### src/rtl/div_issue_ctrl.sv
// div_issue_ctrl: EXU-side requester that runs one DIV/DIVU/REM/REMU(W) op through the iterative divider.
// Define DIV_BYPASS_EN to resolve divide-by-zero and signed overflow locally without a divider run.
module div_issue_ctrl #(
    parameter int unsigned XLEN    = 64,
    parameter int unsigned TIMEOUT = 80
) (
    input  logic            clk,
    input  logic            rst_n,
    input  logic            in_valid,
    output logic            in_ready,
    input  logic [1:0]      in_op,
    input  logic            in_word,
    input  logic [XLEN-1:0] in_src1,
    input  logic [XLEN-1:0] in_src2,
    input  logic            flush,
    output logic            res_valid,
    input  logic            res_ready,
    output logic [XLEN-1:0] res_data,
    output logic            div_valid,
    input  logic            div_ready,
    output logic            div_flush,
    output logic            div_divw,
    output logic            div_signed,
    output logic [XLEN-1:0] div_dividend,
    output logic [XLEN-1:0] div_divisor,
    input  logic            div_out_valid,
    input  logic [XLEN-1:0] div_quotient,
    input  logic [XLEN-1:0] div_remainder,
    output logic            busy,
    output logic            timeout_err
);

    localparam logic [1:0] IDLE = 2'd0;
    localparam logic [1:0] REQ  = 2'd1;
    localparam logic [1:0] WAIT = 2'd2;
    localparam logic [1:0] DONE = 2'd3;
    localparam int unsigned CW  = $clog2(TIMEOUT + 1);

    logic [1:0]      state;
    logic            op_rem;
    logic [CW-1:0]   wait_cnt;
    logic            accept;
    logic [XLEN-1:0] sel_res;
    logic [XLEN-1:0] fixed_res;
    logic            byp_hit;
    logic [XLEN-1:0] byp_res;

    assign accept    = in_valid && (state == IDLE) && !flush;
    assign in_ready  = (state == IDLE);
    assign busy      = (state != IDLE);
    assign div_valid = (state == REQ);
    assign res_valid = (state == DONE);

    // The divider zero-extends word results; RV64 wants them sign-extended from bit 31.
    always_comb begin
        sel_res   = op_rem ? div_remainder : div_quotient;
        fixed_res = div_divw ? {{(XLEN-32){sel_res[31]}}, sel_res[31:0]} : sel_res;
    end

`ifdef DIV_BYPASS_EN
    always_comb begin
        byp_hit = 1'b0;
        byp_res = '0;
        if (in_word) begin
            if (in_src2[31:0] == 32'd0) begin
                byp_hit = 1'b1;
                byp_res = in_op[1] ? {{(XLEN-32){in_src1[31]}}, in_src1[31:0]} : '1;
            end else if (!in_op[0] && in_src1[31:0] == 32'h8000_0000 && in_src2[31:0] == 32'hFFFF_FFFF) begin
                byp_hit = 1'b1;
                byp_res = in_op[1] ? '0 : {{(XLEN-32){1'b1}}, 32'h8000_0000};
            end
        end else begin
            if (in_src2 == '0) begin
                byp_hit = 1'b1;
                byp_res = in_op[1] ? in_src1 : '1;
            end else if (!in_op[0] && in_src1 == {1'b1, {(XLEN-1){1'b0}}} && in_src2 == '1) begin
                byp_hit = 1'b1;
                byp_res = in_op[1] ? '0 : in_src1;
            end
        end
    end
`else
    assign byp_hit = 1'b0;
    assign byp_res = '0;
`endif

    always_ff @(posedge clk or negedge rst_n) begin
        if (!rst_n) begin
            state        <= IDLE;
            op_rem       <= 1'b0;
            wait_cnt     <= '0;
            div_divw     <= 1'b0;
            div_signed   <= 1'b0;
            div_dividend <= '0;
            div_divisor  <= '0;
            res_data     <= '0;
            div_flush    <= 1'b0;
            timeout_err  <= 1'b0;
        end else begin
            div_flush <= 1'b0;
            case (state)
                IDLE: begin
                    if (accept) begin
                        op_rem       <= in_op[1];
                        div_divw     <= in_word;
                        div_signed   <= ~in_op[0];
                        div_dividend <= in_src1;
                        div_divisor  <= in_src2;
                        if (byp_hit) begin
                            res_data <= byp_res;
                            state    <= DONE;
                        end else begin
                            state <= REQ;
                        end
                    end
                end
                REQ: begin
                    if (flush) begin
                        state <= IDLE;
                    end else if (div_ready) begin
                        wait_cnt <= '0;
                        state    <= WAIT;
                    end
                end
                WAIT: begin
                    // flush outranks a coincident result; the result outranks timeout
                    if (flush) begin
                        div_flush <= 1'b1;
                        state     <= IDLE;
                    end else if (div_out_valid) begin
                        res_data <= fixed_res;
                        state    <= DONE;
                    end else if (wait_cnt == CW'(TIMEOUT - 1)) begin
                        timeout_err <= 1'b1;
                        div_flush   <= 1'b1;
                        state       <= IDLE;
                    end else begin
                        wait_cnt <= wait_cnt + CW'(1);
                    end
                end
                DONE: begin
                    if (flush || res_ready) state <= IDLE;
                end
                default: state <= IDLE;
            endcase
        end
    end

endmodule
### config.mk
export PLATFORM = sky130hd
export DESIGN_NAME = div_issue_ctrl
export DESIGN_NICKNAME = d
export VERILOG_FILES = /design/src/rtl/div_issue_ctrl.sv
export SDC_FILE = /design/constraint.sdc
export NUM_CORES = 1
export LEC_CHECK = 0
export ABC_CLOCK_PERIOD_IN_PS = 3200
export CAP_MARGIN = 20
export CORE_AREA = 2 2 179 181
export CTS_CLUSTER_DIAMETER = 80
export DETAILED_ROUTE_END_ITERATION = 8
export DIE_AREA = 0 0 181 183
export HOLD_SLACK_MARGIN = 0.06
export PLACE_DENSITY = 0.64
export SYNTH_ARGS = -nofsm -noshare
export SYNTH_HDL_FRONTEND = slang
export SYNTH_SLANG_ARGS = --single-unit
### constraint.sdc
create_clock -name clk -period 3.2 [get_ports clk]
set_input_delay 0.64 -clock clk [delete_from_list [all_inputs] [get_ports clk]]
set_output_delay 0.64 -clock clk [all_outputs]
set_load 0.03 [all_outputs]
==> summary.md <==
| Metric | Value |
|---|---|
| Outcome | finished, final reports clean |
| Total Routing Usage GR | 0.1570 |
| Dpl cells | 1,472 |
| HP Class | primary input to asynchronous set/reset pin |
| Yosys top cell by area | dfrtp_1 |
| Die W | 181 um |
| Critical-path top delay cell | clkdlybuf4s50_1 |
| TNS Setup | 0 ns |
| Worst-margin pin slew | 0.8153 ns |
| EDFF count, synth | 0 |
| RSZ-0062 raised after global routing | false |
| Cell family with the largest share of critical-path delay | buffers and inverters |
| DRC Markers | 0 |
| Hold Buf Count CTS | 0 |
| Ys flop type | dfrtp_1 |
| # H-tree levels | 1 |
| Nature of the critical path startpoint | flip-flop |
| Die Y | 183 um |
| Fin. max-slew vios | 0 |
| Async S/R FF share, synth | 1.000 |
| Post-synthesis cell count | 638 |
| Global-route wire length before repair | 41,190 um |
| # resized after CTS | 0 |
| Largest net degree at the start of global routing | 97 |
| CTS tree | yes |
| Max Fclk | 0.3786 GHz |
| Clock Sinks | 206 |
| Layout area overhead | 68.23% |
| Clk_skew | 0.005813 ns |
| Via/cell ratio | 4.533 |
| Peak supply drop | 0.0006628 V |
| Crit-path max FO | 11 |
| Routed via count | 6,867 |
| Pre-CTS setup slack | 0.5345 ns |
| Io pins | 466 |
| Fin cells | 1,515 |
| Post-route setup slack | 0.5588 ns |
| Total grt overflow | 0 |
| Clk buf depth | 3 |
| Kind of critical path | flip-flop to output port |
| CTS Root Cell | clkbuf_16 |
| Top post-synthesis cells by area | dfrtp_1, mux2_2, mux2i_1 |
| Initial antenna violation count | 0 |
| Number of global-route vias before repair | 7,152 |
| Initial core utilization | 0.2767 |
| # rows | 65 |
| Most frequent cell after synthesis | dfrtp_1 |
| Worst EP arrival | 2.00 ns |
| Commonest cells post-synth | dfrtp_1, mux2_2, mux2i_1 |
| Post-DP HPWL | 19,970 um |
| PwrDens | 1054 nW/um^2 |
| Synth cell types | 36 |
| Syn Area/Cell | 13.54 um^2 |
| Final hold vios | 0 |
| Crit. path cell count | 2 |
| Worst Reg-to-Reg Cells | 4 |
| Final clock period utilization by the worst path | 0.8254 |
| Mapped Area | 8641 um^2 |
| Number of synthesized register bits | 206 |
| CTS buffer count | 24 |
| Core area | 31,230 um^2 |
| Top-area cell type share of the netlist area | 0.5966 |
| Warning count from the yosys run | 0 |
| Worst slew margin | 0.4565 |
| Crit. End Element | output port |
| Syn_nets | 905 |
| Slowest stage delay, CP | 0.72 ns |
| Port Buffers | 465 |
| Register area share after synthesis | 0.5966 |
| Final Setup Violations | 0 |
| Worst-path clk slew | 0.06 ns |
| MaxCap Viol Count | 0 |
| Nets@finish | 1,363 |
| Ant diodes | 0 |
| Leak | 5.942 nW |
| Req. time, crit path | 2.56 ns |
| Post-route minimum period | 2.641 ns |
| Drt pass-1 iters | 4 |
| Drt wl/cell | 17.71 um |
| CP bufs+invs | 1 |
| Final Power | 15.32 mW |
| Routed wire length | 26,830 um |
| Postcts setup bufs | 0 |
| Share of layout cells above drive strength 1 | 0.1707 |
| CP cell instances | nor2_1, clkdlybuf4s50_1 |
| Die area | 33,120 um^2 |
| Remaining antenna violation count | 0 |
| GPL Wtd Cong | 0.7419 |
| Clk_lat worst skew | 0.51 ns |
| Initial DRC count | 292 |
==> layer usage <==
layer / vias to the layer above / track usage / wire length (um) / share of wire
met1: 3312 / 0.1791 / 10320 / 0.38
met3: 28 / 0.06672 / 3174 / 0.12
met5: - / 0 / 0 / 0
li1: 3210 / - / - / -
met2: 317 / 0.2737 / 12900 / 0.48
met4: 0 / 0.03577 / 434 / 0.016
==> cell usage in the layout, fill, tap and decap left out, types with 3 or more instances in the layout <==
| cell | netlist | final |
|---|---|---|
| o21ai_0 | 7 | 7 |
| clkbuf_8 | 0 | 7 |
| o211ai_1 | 32 | 32 |
| nand2b_1 | 3 | 3 |
| nand3_1 | 7 | 7 |
| clkinv_2 | 0 | 6 |
| clkdlybuf4s50_1 | 0 | 464 |
| mux2i_1 | 65 | 65 |
| mux2_2 | 132 | 132 |
| buf_4 | 0 | 10 |
| dfrtp_1 | 206 | 205 |
| buf_12 | 0 | 6 |
| nor2_1 | 37 | 37 |
| nand2_1 | 3 | 3 |
| inv_1 | 5 | 5 |
| a21oi_1 | 32 | 32 |
| clkbuf_1 | 17 | 6 |
| o21a_1 | 34 | 34 |
| clkbuf_16 | 0 | 25 |
==> metrics by stage <==
| stage | utilization | instance area (um^2) | hold WS [ns] |
|---|---|---|---|
| final | 0.4655 | 14540 | 0.1303 |
| after CTS | 0.4655 | 14540 | 0.1253 |
| after floorplan | - | 8641 | 0.3444 |
| after detailed placement | 0.4411 | 13780 | 0.4703 |
| after global routing | 0.4655 | 14540 | 0.1587 |
| after global placement | 0.4411 | 13780 | 0.4719 |
==> power breakdown <==
| group | total (mW) | internal [mW] | switching (mW) |
|---|---|---|---|
| combinational | 8.04 | 3.69 | 4.35 |
| clock | 2.63 | 1.56 | 1.06 |
| sequential | 4.65 | 3.89 | 0.759 |
==> state kept, by name, summed over array words and instances (netlist names) <==
name	flops
div_flush	1
op_rem	1
div_dividend	64
timeout_err	1
wait_cnt	7
state	2
div_signed	1
div_divisor	64
div_divw	1
res_data	64
==> final cells by class <==
class,count,area (um^2)
fill,2889,16690
sequential,206,5159
clock inverter,6,30.03
multi-input combinational,378,3242
inverter,5,18.77
clock buffer,37,730.7
tap,402,503.0
timing repair buffer,481,4853
==> worst reg2reg max path, stage by stage, from the launching register on <==
cell and delay, ns:
dfrtp_4 0.63, buf_4 0.70, mux2i_1 0.37, o211ai_1 0.11, o21a_1 0.13
==> path summary, 6_finish.rpt <==
| check | from | end | slack (ns) |
|---|---|---|---|
| max | state[0] | in_ready | 0.56 |
| min | rst_n | div_dividend[10] | 0.13 |
| max in group asynchronous | rst_n | div_divisor[43] | 2.26 |
| min reg2reg | res_data[50] | res_data[50] | 0.49 |
| min in group clk | res_data[50] | res_data[50] | 0.49 |
| max reg2reg | op_rem | res_data[57] | 1.15 |
==> cells by family (layout without fill, tap and decap cells) <==
family          count (synthesis)  in the layout  synth area share
simple gates                   63             63           0.03475
buf+inv                        54            529           0.02910
fa+ha+maj                       1              1          0.001448
flops                         206            206            0.5966
mux                           197            197            0.2473
xor+xnor                        1              1          0.001014
compound gates                116            116           0.08978
No activity file was read; power rests on OpenSTA's default activity.
